<file path="src/rtl/bank_queue_counter.sv">
// bank_queue_counter: synchronizes door sensors, keeps a saturating queue count
// and derives the per-teller estimated wait time.
module bank_queue_counter #(
  parameter int n           = 3,
  parameter int P_COUNT_MAX = (1 << (n + 1)) - 1,
  parameter int P_WAIT_MAX  = 3 * P_COUNT_MAX,
  parameter int WTIME_WIDTH = $clog2(P_WAIT_MAX + 1)
) (
  input  logic                   clk,
  input  logic                   rst_n,
  input  logic                   back_sensor,
  input  logic                   front_sensor,
  input  logic [1:0]             Tcount,
  output logic [n:0]             Pcount,
  output logic [WTIME_WIDTH:0]   Pwait,
  output logic                   full,
  output logic                   empty
);
  localparam int W = WTIME_WIDTH + 2;
  // bit0 = sync1, bit1 = sync2, bit2 = previous sync2
  logic [2:0] back_q, front_q;
  logic enter, leave;
  logic [n:0] next_count;
  logic [1:0] tellers;
  logic [W-1:0] num, wait_calc;
  assign enter = back_q[1] & ~back_q[2];
  assign leave = front_q[1] & ~front_q[2];
  assign tellers = (Tcount == 2'd0) ? 2'd1 : Tcount;
  always_comb begin
    next_count = (enter == leave) ? Pcount :
                 enter ? (full ? Pcount : Pcount + 1'b1) :
                 (empty ? Pcount : Pcount - 1'b1);
    num = W'(3) * (W'(Pcount) + W'(tellers) - W'(1));
    wait_calc = (Pcount == '0) ? '0 :
                (tellers == 2'd2) ? (num >> 1) :
                (tellers == 2'd3) ? (num / W'(3)) : num;
  end
  always_ff @(posedge clk or negedge rst_n) begin
    if (!rst_n) begin
      back_q  <= '0;
      front_q <= '0;
      Pcount  <= '0;
      Pwait   <= '0;
      full    <= 1'b0;
      empty   <= 1'b1;
    end else begin
      back_q  <= {back_q[1:0], back_sensor};
      front_q <= {front_q[1:0], front_sensor};
      Pcount  <= next_count;
      full    <= next_count == (n + 1)'(P_COUNT_MAX);
      empty   <= next_count == '0;
      Pwait   <= wait_calc[WTIME_WIDTH:0];
    end
  end
endmodule

</file>
<file path="config.mk">
export PLATFORM = sky130hd
export DESIGN_NAME = bank_queue_counter
export DESIGN_NICKNAME = d
export VERILOG_FILES = /design/src/rtl/bank_queue_counter.sv
export SDC_FILE = /design/constraint.sdc
export NUM_CORES = 1
export LEC_CHECK = 0
export CORE_ASPECT_RATIO = 0.5
export CORE_MARGIN = 2
export CORE_UTILIZATION = 23
export CTS_BUF_LIST = sky130_fd_sc_hd__clkbuf_16
export CTS_CLUSTER_SIZE = 20
export DETAILED_ROUTE_END_ITERATION = 12
export PLACE_DENSITY_LB_ADDON = 0.3
export SLEW_MARGIN = 20
export SYNTH_ARGS = -nofsm -noshare
export SYNTH_HDL_FRONTEND = slang
export SYNTH_SLANG_ARGS = --single-unit
</file>
<file path="constraint.sdc">
create_clock -name clk -period 14.85 [get_ports clk]
set_clock_uncertainty 0.2 [all_clocks]
set_input_delay 3.7125 -clock clk [delete_from_list [all_inputs] [get_ports clk]]
set_output_delay 3.7125 -clock clk [all_outputs]
set_load 0.005 [all_outputs]
</file>
==> results.sh, run 1 <==
export IMPL_run_status="completed"
export IMPL_antenna_diode_count=0
export IMPL_cts_setup_buffers=0
export IMPL_antenna_found_initial=0
export IMPL_grt_pass1_vias=2188
export IMPL_path_delay_family="compound AO/OA/AOI/OAI gates"
export IMPL_synth_edf_count=0
export IMPL_netlist_area_mm2=0.002470
export IMPL_gr_usage_all_layers=0.1181
export IMPL_clk_pin_slew_ps=50
export IMPL_cp_startpoint="Tcount[1]"
export IMPL_vias=2379
export IMPL_post_cts_resized=0
export IMPL_finalHoldViolCount=0
export IMPL_fmax_ghz=0.09592
export IMPL_grt_max_degree=20
export IMPL_synthCells=304
export IMPL_async_flop_share=1.000
export IMPL_cts_tree="yes"
export IMPL_crit_required_ps=14780
export IMPL_seq_area_frac_synth=0.1930
export IMPL_io_buffers=18
export IMPL_clock_sinks=19
export IMPL_timing_rr_end="Pwait[0]$_DFF_PN0_"
export IMPL_slew_limit_headroom=0.4329
export IMPL_ff2ff_setup_slack_ps=8240
export IMPL_clock_latency_ps=250
export IMPL_worstRegToRegCells=17
export IMPL_worst_path_stages=18
export IMPL_start_util=0.2395
export IMPL_finalCritPeriodShare=0.7021
export IMPL_gp_congestion=0.8494
export IMPL_drc_errors=0
export IMPL_cts_hold_buf=0
export IMPL_mostFrequentLayoutCell="nor2_1"
export IMPL_maxSlewViolCount=0
export IMPL_endpoint_kind="register"
export IMPL_layout_common_cells="nor2_1, nand2_1, o21ai_0"
export IMPL_cp_slowest_stage_delay_ps=710
export IMPL_root_buffer="clkbuf_16"
export IMPL_finalCriticalPeriod_ps=10430
export IMPL_dp_final_hpwl_um=5206
export IMPL_maxCapViolations=0
export IMPL_crit_buf_inv=4
export IMPL_htreeDepth=1
export IMPL_cp_arrival_ps=10360
export IMPL_detail_route_iter0_violations=240
export IMPL_fin_nets=332
export IMPL_ys_ff_latch=19
export IMPL_avgSynthCellArea_um2=8.125
export IMPL_crit_slowest_cell="clkdlybuf4s50_1"
export IMPL_tns_ps=0
export IMPL_grt_overflow=0
export IMPL_die_x_um=150.6
export IMPL_dieArea_mm2=0.01163
export IMPL_worstMarginPinSlew_ps=847.6
export IMPL_clockBufferDepth=2
export IMPL_endpoint="Pwait[0]$_DFF_PN0_"
export IMPL_core_area_mm2=0.01031
export IMPL_wirelength_um=6797
export IMPL_setup_viol=0
export IMPL_grt_setup_unrepaired="no"
export IMPL_postRouteAntennaNets=0
export IMPL_fp_dieH_um=77.28
export IMPL_yosys_most_used_dff="dfrtp_1"
export IMPL_grt_pass1_wl_um=11120
export IMPL_area_growth_pct=11.55
export IMPL_hold_class="register to register"
export IMPL_synth_nets=327
export IMPL_avgRoutedWirePerCell_um=15.17
export IMPL_num_rows=26
export IMPL_worst_setup_path_start_kind="primary input"
export IMPL_drive_gt1_frac=0.09091
export IMPL_cts_buffers=3
export IMPL_detail_route_first_pass_iterations=5
export IMPL_ys_types=79
export IMPL_critPathKind="primary input to register"
export IMPL_path_max_fanout=15
export IMPL_yosys_warnings=0
export IMPL_vias_per_cell=5.310
export IMPL_path_common_cell="ha_1"
export IMPL_path_cells="clkdlybuf4s50_1 > inv_1 > ha_1 > inv_1 > ha_1 > fa_1 > nand2b_1 > inv_2 > ha_1 > or3_1 > o211ai_1 > nor4_1 > a311o_2 > a221o_1 > ha_1 > or4_1 > o311a_1 > o31a_1"
export IMPL_ios=19
export IMPL_r2r_start="Pcount[1]$_DFF_PN0_"
export IMPL_fin_util=0.2672
## through the flow
| stage | hold slack [ps] | instances | area [um^2] | setup slack [ps] |
|---|---|---|---|---|
| floorplan | 131.2 | 304 | 2470 | 5931 |
| global placement | 134.1 | 444 | 2676 | 4276 |
| detailed placement | 135.5 | 444 | 2676 | 4244 |
| CTS | 147.1 | 448 | 2755 | 4495 |
| global route | 171.0 | 448 | 2755 | 4030 |
| finish | 146.3 | 448 | 2755 | 4425 |
## per-layer routing
metal | GRT usage | share of wire | up-vias
met4 | 0.04906 | 0.021 | 0
met2 | 0.1855 | 0.44 | 88
met1 | 0.1640 | 0.49 | 1104
met3 | 0.01250 | 0.047 | 13
met5 | 0 | 0 | -
li1 | - | - | 1174
## area by class of cell
cell class | count | area, um^2
clock inverter | 1 | 3.754
tap | 140 | 175.2
timing repair buffer | 19 | 187.7
clock buffer | 3 | 75.07
sequential | 19 | 476.7
fill | 1101 | 7557
inverter | 21 | 78.83
multi-input combinational | 245 | 1758
## worst reg2reg max path, delay by kind of cell (launching register included)
family	cells	cell delay [ps]
compound gates	5	1890
buf+inv	3	530
flops	1	420
simple gates	4	1620
fa+ha+maj	5	1820
## Yosys cell counts, types with 4 or more instances
master    count  area (um^2)
a21oi_1      20        100.1
a22oi_1       4        30.03
a31oi_1       5        31.28
buf_6         4        45.04
clkbuf_1      4        15.01
clkbuf_8      4        55.05
dfrtp_1      18        450.4
ha_1         15        187.7
inv_1        17        63.81
nand2_1      21        78.83
nand2b_1      6        37.54
nand3_1      10        50.05
nand4_1       4        25.02
nor2_1       24        90.09
nor3_1        6        30.03
nor4_1        9        56.30
o211ai_1     11        82.58
o21ai_0      21        105.1
or3_1         4        25.02
xnor2_1       7        61.31
## registers in the layout (all words and copies together), names as in the netlist
| register | count |
|---|---|
| Pcount | 4 |
| Pwait | 7 |
| back_q | 3 |
| empty | 1 |
| front_q | 3 |
| full | 1 |
## kinds of logic (layout without fill, tap and decap cells)
family,after synthesis,in the layout,synth area share
compound gates,115,115,0.3460
xor+xnor,10,10,0.04914
fa+ha+maj,17,17,0.09220
buf+inv,40,44,0.09523
flops,19,19,0.1930
mux,1,1,0.004053
simple gates,102,102,0.2204
## how the worst min path moves through the flow
stage,from,slack [ps],cells after the start,endpoint
after global placement,back_q[0]$_DFF_PN0_,130,0,back_q[1]$_DFF_PN0_
after floorplan,back_q[0]$_DFF_PN0_,130,0,back_q[1]$_DFF_PN0_
final,back_q[0]$_DFF_PN0_,150,0,back_q[1]$_DFF_PN0_
after global routing,back_q[0]$_DFF_PN0_,170,0,back_q[1]$_DFF_PN0_
after detailed placement,back_q[0]$_DFF_PN0_,140,0,back_q[1]$_DFF_PN0_
after CTS,back_q[0]$_DFF_PN0_,150,0,back_q[1]$_DFF_PN0_
Power of run 1 is not shown: default switching activity piles up to over one toggle a cycle in this logic, so the estimate is an artifact.
==> run 2, diff against run 1 <==
Clock period 14.85 ns to 10.3 ns, I/O delays scaled along.
==> results.sh, run 2 (synthesis results as in run 1) <==
export IMPL_run_status="completed"
export IMPL_gr_usage_all_layers=0.1176
export IMPL_critPathKind="primary input to register"
export IMPL_top_regs="Pwait x7, Pcount x4"
export IMPL_die_x_um=150.6
export IMPL_clockBufferDepth=2
export IMPL_clock_sinks=19
export IMPL_slew_limit_headroom=0.4160
export IMPL_finalCritPeriodShare=0.9048
export IMPL_start_util=0.2395
export IMPL_avgRoutedWirePerCell_um=15.40
export IMPL_num_rows=26
export IMPL_endpoint_kind="register"
export IMPL_grt_pass1_vias=2211
export IMPL_ios=19
export IMPL_fp_dieH_um=77.28
export IMPL_worstHoldPathCells=0
export IMPL_worst_setup_path_start_kind="primary input"
export IMPL_root_buffer="clkbuf_16"
export IMPL_maxCapViolations=0
export IMPL_grt_max_degree=20
export IMPL_antenna_diode_count=0
export IMPL_cts_tree="yes"
export IMPL_worstRegToRegCells=17
export IMPL_timing_rr_end="Pwait[0]$_DFF_PN0_"
export IMPL_crit_required_ps=10220
export IMPL_tns_ps=0
export IMPL_worstMarginPinSlew_ps=872.8
export IMPL_grt_setup_unrepaired="no"
export IMPL_post_place_ws_ps=800.7
export IMPL_drive_gt1_frac=0.09385
export IMPL_mostFrequentLayoutCell="nor2_1"
export IMPL_fin_ws_ps=980.4
export IMPL_fmax_ghz=0.1073
export IMPL_hp_start="front_q[0]$_DFF_PN0_"
export IMPL_htreeDepth=1
export IMPL_regMostFlops="Pwait"
export IMPL_dieArea_mm2=0.01163
export IMPL_vias_per_cell=5.461
export IMPL_postRouteAntennaNets=0
export IMPL_detail_route_iter0_violations=226
export IMPL_clk_pin_slew_ps=50
export IMPL_io_buffers=18
export IMPL_nFillCells=1109
export IMPL_antenna_found_initial=0
export IMPL_vias=2452
export IMPL_ff2ff_setup_slack_ps=3660
export IMPL_min_to="front_q[1]$_DFF_PN0_"
export IMPL_finalHoldViolCount=0
export IMPL_fin_nets=333
export IMPL_core_area_mm2=0.01031
export IMPL_dp_final_hpwl_um=5283
export IMPL_grt_pass1_wl_um=11100
export IMPL_wirelength_um=6914
export IMPL_cts_hold_buf=0
export IMPL_path_max_fanout=15
export IMPL_grt_overflow=0
export IMPL_cts_setup_buffers=0
export IMPL_gp_congestion=0.8520
export IMPL_maxSlewViolCount=0
export IMPL_cp_arrival_ps=9240
export IMPL_r2r_start="Pcount[1]$_DFF_PN0_"
export IMPL_area_growth_pct=11.85
export IMPL_hold_class="register to register"
export IMPL_drc_errors=0
export IMPL_finalCriticalPeriod_ps=9320
export IMPL_cts_buffers=3
export IMPL_largest_reg_flops=7
export IMPL_layout_common_cells="nor2_1, nand2_1, o21ai_0"
export IMPL_setup_viol=0
export IMPL_post_cts_resized=0
export IMPL_fin_util=0.2679
export IMPL_clock_latency_ps=240
export IMPL_detail_route_first_pass_iterations=4
run 2: changes by cell type in the layout (fill, tap and decap cells not counted):
cell / before / now
buf_4: 1 / 2
run 2: final cells by class:
cell class	count	area (um^2)	share of cell area
flip-flops and latches	19	476.7	0.1726
repair buffers	20	195.2	0.07065
inverters	21	78.83	0.02853
well taps	140	175.2	0.06341
multi-input cells	245	1758	0.6363
clock inverters	1	3.754	0.001359
clock buffers	3	75.07	0.02717
run 2: metrics by stage:
| step | std cells | hold slack [ps] | area (um^2) |
|---|---|---|---|
| after global routing | 449 | 178.0 | 2763 |
| after CTS | 449 | 162.5 | 2763 |
| final | 449 | 155.7 | 2763 |
| after floorplan | 304 | 131.2 | 2470 |
| after global placement | 445 | 131.2 | 2684 |
| after detailed placement | 445 | 141.8 | 2684 |
run 2: critical path, cell delays in order:
cell and delay [ps]:
clkdlybuf4s50_1 730, inv_1 160, ha_1 300, inv_1 40, ha_1 280, fa_1 570
nand2b_1 520, inv_2 350, ha_1 420, or3_1 440, o211ai_1 700, nor4_1 110
a311o_2 380, a221o_1 430, ha_1 260, or4_1 540, o311a_1 140, o31a_1 280
run 2: how the worst max path moves through the flow:
stage                         start            endpoint  slack [ps]  cells after the start
after floorplan           Tcount[0]  Pwait[0]$_DFF_PN0_        2520                     24
after global placement    Tcount[1]  Pwait[0]$_DFF_PN0_         870                     18
after detailed placement  Tcount[1]  Pwait[0]$_DFF_PN0_         800                     18
after CTS                 Tcount[1]  Pwait[0]$_DFF_PN0_        1060                     18
after global routing      Tcount[1]  Pwait[0]$_DFF_PN0_         610                     18
final                     Tcount[1]  Pwait[0]$_DFF_PN0_         980                     18
run 2: metal layers:
layer,GRT usage,wire length (um)
met4,0.04623,136
met3,0.01071,257
met5,0,0
met2,0.1873,3100
met1,0.1632,3420
Power of run 2 is left out for the same reason.
